[config.mk]
export PLATFORM = sky130hd
export DESIGN_NAME = conversor_bin_bcd
export DESIGN_NICKNAME = d
export VERILOG_FILES = /design/src/rtl/conversor_pkg.sv /design/src/rtl/ajuste_bcd.sv /design/src/rtl/conversor_bin_bcd.sv
export SDC_FILE = /design/constraint.sdc
export NUM_CORES = 1
export LEC_CHECK = 0
export CORE_ASPECT_RATIO = 0.9
export CORE_UTILIZATION = 35
export DETAILED_ROUTE_END_ITERATION = 8
export HOLD_SLACK_MARGIN = 0.06
export PLACE_DENSITY = 0.6
export SETUP_SLACK_MARGIN = 0.1
export SYNTH_ARGS = -nofsm -noshare
export SYNTH_HDL_FRONTEND = slang
export SYNTH_SLANG_ARGS = --single-unit
[constraint.sdc]
create_clock -name clk -period 1.85 [get_ports clk]
set_input_delay 0.37 -clock clk [delete_from_list [all_inputs] [get_ports clk]]
set_output_delay 0.37 -clock clk [all_outputs]
set_load 0.05 [all_outputs]
[src/rtl/conversor_pkg.sv]
// Shared types and constants for the binary-to-BCD converter.
// Holds the FSM encoding, the add-3 threshold and a power-of-ten helper.
package conversor_pkg;

  typedef enum logic [1:0] {
    IDLE  = 2'd0,
    SHIFT = 2'd1,
    DONE  = 2'd2
  } state_t;

  localparam int         DIGITS_DFLT = 4;
  localparam int         BCD_W       = 4 * DIGITS_DFLT;
  localparam logic [3:0] ADD3_THR    = 4'd5;

  // 10^n, used to check at elaboration that DIGITS covers the binary range.
  function automatic logic [63:0] pow10(input int n);
    logic [63:0] p;
    p = 64'd1;
    for (int i = 0; i < n; i++) begin
      p = p * 64'd10;
    end
    return p;
  endfunction

endpackage

[src/rtl/ajuste_bcd.sv]
// Per-digit double-dabble correction: adds 3 to a BCD digit of 5 or more
// so that the following left shift carries correctly into the next digit.
module ajuste_bcd
  import conversor_pkg::*;
(
  input  logic [3:0] digit,
  output logic [3:0] fixed
);

  // add-3 correction
  always_comb begin
    fixed = digit;
    if (digit >= ADD3_THR) begin
      fixed = digit + 4'd3;
    end else begin
      fixed = digit;
    end
  end

endmodule

[src/rtl/conversor_bin_bcd.sv]
// Iterative binary-to-BCD converter (shift-add-3, one bit per clock)
// with valid/ready handshakes on input and output.
module conversor_bin_bcd
  import conversor_pkg::*;
#(
  parameter  int BIN_W  = 13,
  parameter  int DIGITS = DIGITS_DFLT,
  localparam int CNT_W  = $clog2(BIN_W + 1)
) (
  input  logic                  clk,
  input  logic                  rst,
  input  logic [BIN_W-1:0]      bin_in,
  input  logic                  in_valid,
  output logic                  in_ready,
  output logic [4*DIGITS-1:0]   bcd_out,
  output logic                  out_valid,
  input  logic                  out_ready,
  output logic                  busy
);

  localparam int ACC_W = 4 * DIGITS;
  localparam int SR_W  = ACC_W + BIN_W;

  if (((64'd1 << BIN_W) - 64'd1) > (pow10(DIGITS) - 64'd1)) begin : g_digits_too_few
    $error("conversor_bin_bcd: DIGITS too small for BIN_W");
  end

  state_t            state_r;
  state_t            state_s;
  logic [SR_W-1:0]   sr_r;
  logic [CNT_W-1:0]  cnt_r;
  logic [ACC_W-1:0]  acc_fix_s;
  logic [SR_W-1:0]   sr_shift_s;

  for (genvar g = 0; g < DIGITS; g++) begin : g_adj
    ajuste_bcd u_adj (
      .digit (sr_r[BIN_W + 4*g +: 4]),
      .fixed (acc_fix_s[4*g +: 4])
    );
  end

  // Binary MSB moves into accumulator bit 0 after the digit corrections.
  assign sr_shift_s = {acc_fix_s, sr_r[BIN_W-1:0]} << 1;

  // next-state logic
  always_comb begin
    state_s = state_r;
    case (state_r)
      IDLE: begin
        if (in_valid) state_s = SHIFT;
        else          state_s = IDLE;
      end
      SHIFT: begin
        if (cnt_r == CNT_W'(1)) state_s = DONE;
        else                    state_s = SHIFT;
      end
      DONE: begin
        if (out_ready) state_s = IDLE;
        else           state_s = DONE;
      end
      default: state_s = IDLE;
    endcase
  end

  // state register and registered handshake/status outputs
  always_ff @(posedge clk or negedge rst) begin
    if (!rst) begin
      state_r   <= IDLE;
      in_ready  <= 1'b1;
      busy      <= 1'b0;
      out_valid <= 1'b0;
    end else begin
      state_r   <= state_s;
      in_ready  <= (state_s == IDLE);
      busy      <= (state_s == SHIFT);
      out_valid <= (state_s == DONE);
    end
  end

  // shift register, bit counter and result capture
  always_ff @(posedge clk or negedge rst) begin
    if (!rst) begin
      sr_r    <= '0;
      cnt_r   <= '0;
      bcd_out <= '0;
    end else begin
      case (state_r)
        IDLE: begin
          if (in_valid) begin
            sr_r  <= {{ACC_W{1'b0}}, bin_in};
            cnt_r <= CNT_W'(BIN_W);
          end
        end
        SHIFT: begin
          sr_r  <= sr_shift_s;
          cnt_r <= cnt_r - CNT_W'(1);
          if (cnt_r == CNT_W'(1)) begin
            bcd_out <= sr_shift_s[SR_W-1 -: ACC_W];
          end
        end
        default: begin
        end
      endcase
    end
  end

endmodule

==> impl_results.md, run 1 <==
- Status: finished, final reports clean
- Critical path type: flip-flop to flip-flop
- Final hold vios: 0
- Most frequent cell after synthesis: dfrtp_1
- Finished Layout Cells: 391
- Clock Tree Buf Depth: 2
- Data required, critical path: 2.09 ns
- Synth warn: 0
- DRT antenna net count: 0
- Max Cap Viol: 0
- Post-synthesis async set-or-reset flop share: 100%
- Max-slew violations: 0
- Hold depth: 2
- Num rows: 29
- LEAKAGE: 1.49 nW
- Syn Std Cell Area: 2590 um2
- Max-slew headroom: 72.1%
- Clock-pin slew on the worst setup and hold paths: 0.10 ns
- Worst path cell trace: inv_1, ha_1, nand2b_1, a21oi_2, mux2_2, o21ai_0
- Biggest area consumer among synthesized cells: dfrtp_1
- Top post-synthesis cells by count: dfrtp_1 (53), nand2_1 (50), o21ai_0 (18)
- Grt ovf: 0
- Critical R2R Capture: sr_r[23]
- Initial DRC Count: 75
- Reg2reg start: sr_r[21]
- Inst Count DP: 382
- Crit path launch type: flip-flop
- H-Tree Depth: 2
- Vias in the first global route: 1811
- Initial core utilization: 36.5%
- Vias per cell: 4.86
- Main area contributors after synthesis: dfrtp_1 (51%), nand2_1 (7.2%), ha_1 (4.8%)
- Placed cell areas: 3050 um2
- Largest net degree at the start of global routing: 55
- Min Tclk post-route: 1.63 ns
- Drt pass-1 iters: 4
- Total track usage: 14.0%
- TritonCTS Sinks: 54
- Delay-heaviest family, CP: flip-flops
- Flop2flop setup slack: 0.22 ns
- Library cells used by synthesis: 33
- CP endpoint kind: flip-flop
- Wire per inst: 12.9 um
- Seq/Total Area, Yosys: 52.1%
- Nets@finish: 324
- Share of layout cells above drive strength 1: 22.5%
- Worst Hold Class: flip-flop to flip-flop
- Hold Path Sink: bcd_out[7]
- Yosys top cell area share: 51.1%
- Area growth syn-to-layout: 22.5%
- Skew final: 0.00532 ns
- Cells after synthesis: 253
- # DRC: 0
- Finished Cell Area: 3180 um2
- Power Dens Cells: 1870 nW/um2
- Placer congestion estimate: 0.726
- Peak VDD IR: 0.646 mV
- Reg2reg path depth: 6
- Slew @ Worst Pin: 0.418 ns
- Port bufs: 35
- Crit path DAT: 1.87 ns
- Setup_tns: 0 ns
- Die Area: 7760 um2
- RSZ-0062 raised after global routing: true
- Initial antenna violation count: 0
- Root buffer cell: clkbuf_8
- Fmax: 612 MHz
- Syn nets: 280
- Die Wd: 92.7 um
- HPWL Detailed: 3380 um
- TritonCTS clock tree: yes
- Final period util: 88.3%
- Post-CTS setup buffer count: 0
- Crit-path slowest cell: dfrtp_1
- Crit-path max FO: 5
- Bufs and invs on worst path: 1
- CORE AREA: 7110 um2
- Post-synthesis register bit count: 54
- Pwr Total: 5.94 mW
- EDFF count, synth: 0
- Hold_ws: 0.486 ns
- Die Ht: 83.7 um
- First-pass GRT wire length: 8640 um
- TritonCTS Buffers: 5
- Avg Inst Size Synth: 10.3 um2
- Via count: 1901
- HP Start: bcd_out[7]
- Largest stage delay, worst path: 0.44 ns
- Diodes inserted: 0
- Ys flop type: dfrtp_1
- Routed WL: 5040 um
- # IOs: 36
- Worst skew pair latency: 0.31 ns
- Final setup viols: 0
cell type report:
| class | instances | area, um2 |
|---|---|---|
| Fill cell | 711 | 3940 |
| Sequential cell | 54 | 1350 |
| Multi-Input combinational cell | 178 | 1150 |
| Clock inverter | 3 | 45.0 |
| Tap cell | 93 | 116 |
| Inverter | 10 | 37.5 |
| Clock buffer | 5 | 68.8 |
| Timing Repair Buffer | 48 | 410 |
worst reg2reg max path, cell delays in order, from the launching register on:
cell      delay (ns)
dfrtp_1         0.44
inv_1           0.08
ha_1            0.23
nand2b_1        0.11
a21oi_2         0.19
mux2_2          0.37
o21ai_0         0.14
cells in the final DEF (no fill, tap or decap), types with 7 or more instances in the layout:
cell type / synthesis / layout
nand2_1: 50 / 50
nor2_1: 13 / 13
nor3b_1: 7 / 7
a31oi_1: 11 / 11
clkdlybuf4s50_1: 0 / 15
ha_1: 10 / 10
buf_4: 2 / 30
a21oi_1: 11 / 9
dfrtp_1: 53 / 53
inv_1: 10 / 10
mux2_4: 7 / 7
o21ai_2: 9 / 9
o21ai_0: 18 / 18
where the power goes:
part           internal [mW]  switching (mW)  leakage (nW)  total, mW
logic                   1.20            1.80         0.772       3.00
registers               1.72           0.418         0.668       2.13
clock network          0.403           0.403        0.0504      0.806
total                   3.32            2.62          1.49       5.94
logic make-up (layout without fill, tap and decap cells):
group / count (synthesis) / count (layout) / synth area share, %
buffers and inverters: 21 / 66 / 3.96
XOR/XNOR: 5 / 5 / 1.69
AND/OR/NAND/NOR: 93 / 93 / 17.0
flip-flops: 54 / 54 / 52.1
adder cells (fa/ha/maj): 10 / 10 / 4.82
multiplexers: 11 / 11 / 5.69
AO/OA/AOI/OAI: 59 / 59 / 14.7
registers in the layout (all words and copies together) (netlist names):
register,flops
busy,1
state_r,2
in_ready,1
bcd_out,16
sr_r,29
out_valid,1
cnt_r,4
routing by layer:
layer | GRT usage (%) | vias up | wire length [um]
met5 | 0 | - | 0
met4 | 3.78 | 0 | 19
met3 | 3.83 | 2 | 231
met2 | 20.9 | 42 | 2220
met1 | 20.1 | 902 | 2570
li1 | - | 955 | -
worst max-delay path by stage:
stage,start,to,cells past startpoint
after floorplan,sr_r[21],sr_r[23],6
after global placement,in_valid,sr_r[3],5
after detailed placement,in_valid,sr_r[2],5
after CTS,sr_r[21],sr_r[23],6
after global routing,sr_r[25],sr_r[27],6
final,sr_r[21],sr_r[23],6
metrics by stage:
step,util [%],setup slack [ns]
6_report,44.7,0.216
5_1_grt,44.7,0.0751
4_1_cts,44.6,0.176
3_5_place_dp,42.8,0.167
3_3_place_gp,42.8,0.156
2_1_floorplan,-,0.323
what timing repair did:
item	CTS	global route
hold buffers	1	0
hold endpoints to repair	23	0
endpoints found under the setup margin	0	3
gates resized for setup	0	2
No activity file was read; power rests on OpenSTA's default activity.
==> inputs of run 2 (changes only) <==
--- a/config.mk
+++ b/config.mk
@@ -5,8 +5,9 @@
 export SDC_FILE = /design/constraint.sdc
 export NUM_CORES = 1
 export LEC_CHECK = 0
-export CORE_ASPECT_RATIO = 0.9
+export CORE_ASPECT_RATIO = 0.5
 export CORE_UTILIZATION = 35
+export CTS_BUF_LIST = sky130_fd_sc_hd__clkbuf_8
 export DETAILED_ROUTE_END_ITERATION = 8
 export HOLD_SLACK_MARGIN = 0.06
 export PLACE_DENSITY = 0.6
==> run 2 against run 1 <==
  * Count of clock-buffer cells in the layout unchanged
  * Combinational power up 3%
  * Critical path depth unchanged
  * Total power down 0.81%
  * Via count up 0.89%
==> impl_results.md, run 2 (synthesis gave the netlist of run 1 again) <==
- Wire per inst: 14.0 um (+8.5%)
- Min Tclk post-route: 1.63 ns (-0.00824 ns)
- Die Wd: 124 um (+33%)
- H-Tree Depth: 2 (unchanged)
- Clock-pin slew on the worst setup and hold paths: 0.11 ns (about the same)
- Final setup viols: 0 (unchanged)
- Most common cell after layout, fill and taps aside: dfrtp_1
- Routed WL: 5470 um (+8.5%)
- Largest net degree at the start of global routing: 55 (unchanged)
- Nets@finish: 325 (+0.31%)
- Crit path launch type: flip-flop
- CORE AREA: 6910 um2 (-2.8%)
- TritonCTS Sinks: 54 (unchanged)
- Worst path cell trace: inv_1, ha_1, nand2b_1, a21oi_2, mux2_2, o21ai_0
- P_int: 3.21 mW (-3.4%)
- Status: finished, final reports clean
- Die Area: 7780 um2 (+0.26%)
- Crit-path slowest cell: dfrtp_1
- Grt ovf: 0 (unchanged)
- Max reg flops: 29 (unchanged)
- First-pass GRT wire length: 8940 um (+3.4%)
- Slew @ Worst Pin: 0.533 ns (+0.115 ns)
- Max-slew headroom: 64.4% (-7.7 points)
- Total track usage: 14.7% (+0.70 points)
- Combinational power share: 52.3% (+1.8 points)
- GRT met1 Usage: 19.6% (-0.49 points)
- Area growth syn-to-layout: 22.6% (about the same)
- Critical path type: flip-flop to flip-flop
- # fillers: 678 (-4.6%)
- RSZ-0062 raised after global routing: false
- Crit-path max FO: 3 (-2)
- Final hold vios: 0 (unchanged)
- Drt pass-1 iters: 4 (unchanged)
- Initial DRC Count: 89 (+19%)
- Num rows: 21 (-28%)
- Largest stage delay, worst path: 0.38 ns (-0.06 ns)
- Power Dens Cells: 1850 nW/um2 (-0.89%)
- Peak VDD IR: 0.428 mV (-34%)
- Sw frac: 45.5% (+1.4 points)
- Share of layout cells above drive strength 1: 23.7% (+1.3 points)
- DRT antenna net count: 0 (unchanged)
- Vias per cell: 4.91 (+0.89%)
- Max Cap Viol: 0 (unchanged)
- Port bufs: 35 (unchanged)
- Most flop-heavy register: sr_r
- Initial antenna violation count: 0 (unchanged)
- Reg power frac: 36.6% (+0.7 points)
- M2 GR Usage: 24.0% (+3.2 points)
- Reg area: 1350 um2 (about the same)
- # IOs: 36 (unchanged)
- Placer congestion estimate: 0.709 (-2.4%)
- Initial core utilization: 37.5% (+1.1 points)
- Clk network pwr share: 11.2% (-2.4 points)
- Root buffer cell: clkbuf_8
- LEAKAGE: 1.49 nW (-0.16%)
- Vias in the first global route: 1887 (+4.2%)
- Crit path DAT: 1.86 ns (about the same)
- Fmax: 615 MHz (+0.51%)
- TritonCTS clock tree: yes
- Pwr Total: 5.89 mW (-0.81%)
- HPWL Detailed: 3420 um (+1.1%)
- Largest regs: sr_r (29), bcd_out (16), cnt_r (4)
- Psw: 2.68 mW (+2.4%)
- Final period util: 87.9% (-0.45 points)
- Layer with the highest usage: met2
- TritonCTS Buffers: 5 (unchanged)
- Setup_tns: 0 ns (unchanged)
- Worst skew pair latency: 0.31 ns (about the same)
- Most frequent cells in the layout: dfrtp_1 (52), nand2_1 (50), buf_4 (29)
- Max-slew violations: 0 (unchanged)
- # DRC: 0 (unchanged)
- Die Ht: 62.9 um (-25%)
- Diodes inserted: 0 (unchanged)
- Worst Hold Class: flip-flop to flip-flop
- Multi-input logic area: 1180 um2 (+3.2%)
- Clock Tree Buf Depth: 2 (unchanged)
- CP endpoint kind: flip-flop
- Via count: 1918 (+0.89%)
- M3 GR Usage: 3.01% (-0.81 points)
- Skew final: 0.0135 ns (+0.00813 ns)
- Data required, critical path: 2.08 ns (about the same)
[run 2: worst paths after layout]
path / slack [ns] / end / depth (start not counted) / startpoint
max: 0.22 / sr_r[23] / 6 / sr_r[22]
min: 0.49 / bcd_out[8] / 2 / bcd_out[8]
max reg2reg: 0.22 / sr_r[23] / 6 / sr_r[22]
min reg2reg: 0.49 / bcd_out[8] / 2 / bcd_out[8]
max in group asynchronous: 0.99 / in_ready / 3 / rst
min in group asynchronous: 0.58 / sr_r[5] / 3 / rst
[run 2: layout make-up]
type,instances,share of cell area (%)
clock buffer,5,2.16
timing repair buffer,47,12.7
tap,92,3.62
inverter,10,1.18
sequential,54,42.6
multi-input combinational,180,37.2
clock inverter,3,0.590
[run 2: power groups by stage]
stage               Clock, mW  Sequential, mW  Combinational (mW)
finish                  0.658            2.15                3.08
global route            0.746            2.23                3.39
CTS                     0.680            2.14                3.01
detailed placement          0            2.15                3.00
global placement            0            2.13                2.90
floorplan                   0            2.71                1.64
[run 2: what timing repair did]
item / CTS / global route
endpoints found under the hold margin: 29 / 0
pin swaps: 0 / 1
cloned: 0 / 2
resized for setup: 1 / 7
endpoints found under the setup margin: 1 / 12
hold buffers: 1 / 0
buffers inserted: 0 / 4
[run 2: routing by layer]
layer | routed length, um | vias up
met5 | 0 | -
met4 | 42 | 0
met3 | 172 | 4
met2 | 2550 | 27
met1 | 2700 | 932
li1 | - | 955
[run 2: stage by stage]
step           area (um2)  hold slack (ns)  utilization (%)  worst slack, ns  instances
2_1_floorplan        2590           0.0744                -            0.323        253
3_3_place_gp         3010            0.389             43.5            0.192        376
3_5_place_dp         3010            0.390             43.5            0.113        376
4_1_cts              3110            0.493             45.0            0.132        385
5_1_grt              3180            0.523             46.0           0.0937        391
6_report             3180            0.489             46.0            0.224        391
[run 2: critical path: cells and delay by family, from the launching register on]
family	cells	cell delay, ns
fa+ha+maj	1	0.18
mux	1	0.37
compound gates	2	0.35
simple gates	1	0.16
buf+inv	1	0.11
flops	1	0.38
==> RTL change 1, RTL diff (flow settings as in run 1) <==
Encoding of `state_t`: now one-hot (3 bits for 3 states).
--- a/src/rtl/conversor_pkg.sv
+++ b/src/rtl/conversor_pkg.sv
@@ -2,10 +2,10 @@
 // Holds the FSM encoding, the add-3 threshold and a power-of-ten helper.
 package conversor_pkg;
 
-  typedef enum logic [1:0] {
-    IDLE  = 2'd0,
-    SHIFT = 2'd1,
-    DONE  = 2'd2
+  typedef enum logic [2:0] {
+    IDLE  = 3'b001,
+    SHIFT = 3'b010,
+    DONE  = 3'b100
   } state_t;
 
   localparam int         DIGITS_DFLT = 4;
Check against the original RTL: no difference found for any inputs over 10 cycles, from zero or initial values and one cycle with rst low; not proved beyond that.
==> RTL change 1 against run 1 <==
- worst setup slack improved by 0.045 ns
- count of clock-buffer cells in the layout rose by 3
- sequential share of layout area grew 2.0 points
- clock skew grew 0.0045 ns
- sequential cell count up 1
- final area is 2.6% lower
- utilization shrank 0.73 points
- routed wire length shrank 2.5%
- cell count fell by 5.6%
- area after synthesis decreased by 2.4%
Power is not compared: it rests on default switching activity, and its combinational part moved more than twofold at a synthesized area within 25%.
==> RTL change 1: results (changes against run 1) <==
stage;metric;value;unit;change
cts;clock latency on the worst-skew pair;0.31;ns;about the same
timing;Hold WS;0.484;ns;-0.00231 ns
global_routing;largest net degree at the start of global routing;32;;-42%
routing;initial DRC count;81;;+8.0%
critical_path;CP max FO;4;;-1
synthesis;sequential share of the synthesized area;54.5;%;+2.3 points
synthesis;post-synthesis mux area share;5.04;%;-0.65 points
finish;share of layout cells above drive strength 1;19.6;%;-2.9 points
synthesis;Post-Synth XOR/XNOR Area;1.38;%;-0.30 points
critical_path;worst reg-to-reg setup slack;0.26;ns;+0.04 ns
place;Post-DP HPWL;3520;um;+4.0%
finish;Fillers;714;;+0.42%
finish;final net count;302;;-6.8%
critical_path;Reg-to-Reg Start;sr_r[13];;
synthesis;complex-gate fraction of the synthesized area;15.3;%;+0.56 points
synthesis;most instantiated cells after synthesis;dfrtp_1 (53), nor2_1 (27), o22ai_1 (15);;
timing;Clock Skews;0.00979;ns;+0.00448 ns
place;Final GP Congestion;0.730;;+0.61%
routing;Detailed Route WL;4910;um;-2.5%
synthesis;Post-Syn Nets;255;;-8.9%
run_status;outcome;complete, no violations;;
timing;Slew @ Worst Pin;0.542;ns;+0.124 ns
power_and_ir_drop;Peak supply drop;0.422;mV;
global_routing;global-route usage over all layers;13.8;%;-0.22 points
hold_path;hold path startpoint;bcd_out[12];;
synthesis;Synth area leaders;dfrtp_1 (52%), ha_1 (4.9%), nor2_1 (4.0%);;
synthesis;adder and majority gate portion of the synthesized area;4.94;%;+0.12 points
global_routing;first-pass GRT wire length;8240;um;-4.6%
## RTL change 1: final cells by class
type	instances	area (um^2)	area share (%)
well taps	93	116	3.76
clock buffers	8	80.1	2.59
flip-flops and latches	55	1380	44.6
inverters	10	37.5	1.21
repair buffers	50	428	13.8
multi-input cells	153	1050	34.0
## RTL change 1: what timing repair did
item / in CTS / in global routing
hold buffers: 1 / 0
endpoints found under the setup margin: 2 / 3
gates resized for setup: 2 / 2
hold endpoints to repair: 13 / 0
pin swaps: 0 / 0
## RTL change 1: how the worst min path moves through the flow
| stage | endpoint | depth (start not counted) |
|---|---|---|
| 3_3_place_gp | state_r[2] | 1 |
| 2_1_floorplan | bcd_out[0] | 0 |
| 6_report | bcd_out[12] | 2 |
| 3_5_place_dp | out_valid | 1 |
| 4_1_cts | bcd_out[12] | 2 |
| 5_1_grt | bcd_out[12] | 2 |
## RTL change 1: cells by family after synthesis
kind of cell / count (synthesis)
flops: 55
mux: 11
buf+inv: 20
xor+xnor: 4
fa+ha+maj: 10
simple gates: 68
compound gates: 60
## RTL change 1: power by group through the flow
stage	clock (W)	sequential, W	combinational, W
2_1_floorplan	0	0.00173	0.000729
3_3_place_gp	0	0.00168	0.00115
3_5_place_dp	0	0.00168	0.00117
4_1_cts	0.000662	0.00166	0.00117
5_1_grt	0.000706	0.00169	0.00129
6_report	0.000641	0.00165	0.00116
## RTL change 1: metal layers
metal | global-route usage [%] | vias up | part of all wire, % | routed length, um
met2 | 20.9 | 24 | 45 | 2210
met4 | 2.86 | 0 | 0.94 | 46
li1 | - | 899 | - | -
met1 | 20.4 | 878 | 52 | 2540
met3 | 2.84 | 4 | 2.4 | 117
met5 | 0 | - | 0 | 0
## RTL change 1: worst max-delay path, stage by stage (launching register included)
cell	delay [ns]
dfrtp_1	0.43
inv_1	0.09
ha_1	0.21
nand2b_1	0.08
a21oi_1	0.26
mux2i_1	0.14
mux2_2	0.27
## RTL change 1: through the flow
stage / std cells / area, um^2 / worst slack, ns
5_1_grt: 369 / 3090 / 0.111
4_1_cts: 369 / 3090 / 0.198
3_5_place_dp: 360 / 3000 / 0.0133
3_3_place_gp: 360 / 3000 / 0.0350
2_1_floorplan: 228 / 2530 / 0.326
6_report: 369 / 3090 / 0.260
==> RTL change 2, RTL diff (config.mk and constraints of run 1) <==
Without the edit above. Reset style: synchronous (`rst`), changed in 2 clocked blocks.
--- a/src/rtl/conversor_bin_bcd.sv
+++ b/src/rtl/conversor_bin_bcd.sv
@@ -63,7 +63,7 @@
   end
 
   // state register and registered handshake/status outputs
-  always_ff @(posedge clk or negedge rst) begin
+  always_ff @(posedge clk) begin
     if (!rst) begin
       state_r   <= IDLE;
       in_ready  <= 1'b1;
@@ -78,7 +78,7 @@
   end
 
   // shift register, bit counter and result capture
-  always_ff @(posedge clk or negedge rst) begin
+  always_ff @(posedge clk) begin
     if (!rst) begin
       sr_r    <= '0;
       cnt_r   <= '0;
Check against the original RTL: differs if rst is asserted again (counterexample within 4 cycles, from zero or initial values and one cycle with rst low); with rst held inactive, the same outputs for 10 cycles.
==> RTL change 2 against run 1 <==
- sequential cell count is the same
- final area shrank 7.4%
- critical endpoint is now bcd_out[10]
- clock skew shrank 0.00082 ns
- worst setup slack gained 0.023 ns
- area after synthesis shrank 5.6%
- critical path type unchanged
- routed wire length shrank 1.0%
Power is not compared: it rests on default switching activity, and its combinational part moved more than twofold at a synthesized area within 25%.
==> RTL change 2: results (changes against run 1) <==
stage;metric;value;unit;change
critical_path;slowest stage delay, CP;0.38;ns;-0.06 ns
cts;CTS Buffer Depth;2;;unchanged
critical_path;CP max FO;5;;unchanged
place;Post-DP HPWL;3500;um;+3.3%
timing;Rel. slew slack;67.0;%;-5.1 points
finish;final net count;339;;+4.6%
synthesis;Synth Flop Type;dfxtp_1;;
hold_path;min-delay worst type;reg2reg;;
run_status;outcome;complete, no violations;;
synthesis;sequential share of the synthesized area;44.1;%;-8.0 points
routing;drt first pass iters;4;;unchanged
critical_path;Worst Path Arrival;1.84;ns;-0.03 ns
global_routing;grt met3 use;2.81;%;-1.0 points
global_routing;first-pass GRT wire length;8260;um;-4.4%
synthesis;Post-Syn Nets;306;;+9.3%
global_routing;grt met2 use;23.9;%;+3.0 points
global_routing;vias in the first global route;1828;;+0.94%
synthesis;Post-synth ARST share;0;%;-100 points
global_routing;grt met1 use;17.7;%;-2.4 points
place;Final GP Congestion;0.730;;+0.51%
global_routing;largest net degree at the start of global routing;27;;-51%
power_and_ir_drop;LEAKAGE;1.24;nW;
synthesis;most instantiated cells after synthesis;dfxtp_1 (54), nand2_1 (51), o21ai_0 (26);;
routing;met2 WL;2310;um;+4.1%
cts;cts repair resizes;2;;+2
global_routing;global-route usage over all layers;14.0;%;-0.063 points
synthesis;Netlist cell types;34;;+3.0%
synthesis;Synth Warn #;0;;unchanged
synthesis;Synth area leaders;dfxtp_1 (44%), nand2_1 (7.8%), o211a_1 (6.5%);;
place;# port buffers;35;;unchanged
routing;Detailed Route WL;4990;um;-1.0%
routing;routed vias;1999;;+5.2%
finish;share of layout cells above drive strength 1;14.1;%;-8.4 points
routing;initial DRC count;92;;+23%
timing;Clock Skews;0.00449;ns;-0.000823 ns
routing;met1 WL;2480;um;-3.7%
critical_path;slowest cell on the critical path;mux2_2;;
routing;Met3 Wirelength;136;um;-41%
RTL change 2: cell count changes after synthesis, moves of 5 or more:
cell             run 1  this run
a21oi_1             11        16
a22o_1               6         0
a31oi_1             11         2
clkbuf_1             1         7
dfrtp_1             53         0
dfxtp_1              0        54
mux2_4               7         0
nand3_1              6        16
nor2_1              13         4
o211a_1              0        16
o21ai_0             18        26
o21ai_2              9         0
o22ai_1              0         9
RTL change 2: critical path, delay by kind of cell, from the launching register on:
family          cells  cell delay (ns)
mux                 1             0.38
flops               1             0.35
simple gates        1             0.09
buf+inv             1             0.10
compound gates      2             0.41
fa+ha+maj           1             0.23
RTL change 2: stage by stage:
step	instance area, um^2	setup slack [ns]	std cells
final	2940	0.238	403
after global routing	2940	0.122	403
after CTS	2930	0.211	403
after detailed placement	2820	0.117	395
after global placement	2820	0.153	395
after floorplan	2450	0.390	279
RTL change 2: path summary, 6_finish.rpt:
kind	start	endpoint	slack [ns]	depth (start not counted)
setup / recovery	sr_r[21]	bcd_out[10]	0.24	6
hold / removal	sr_r[26]	sr_r[26]	0.46	2
setup reg to reg	sr_r[21]	bcd_out[10]	0.24	6
hold reg to reg	sr_r[26]	sr_r[26]	0.46	2
RTL change 2: layout make-up:
cell class | instances | area, um^2
inverter | 10 | 37.5
clock inverter | 3 | 43.8
multi-input combinational | 197 | 1220
sequential | 54 | 1080
fill | 696 | 3710
clock buffer | 5 | 68.8
timing repair buffer | 44 | 373
tap | 90 | 113
RTL change 2: logic make-up (layout without fill, tap and decap cells):
kind of cell    after synthesis  in the layout  share of synthesized area, %
compound gates               78             78                          20.7
xor+xnor                      4              4                          1.43
fa+ha+maj                    10             10                          5.11
buf+inv                      28             62                          6.23
flops                        54             54                          44.1
mux                           5              5                          2.25
simple gates                100            100                          20.1
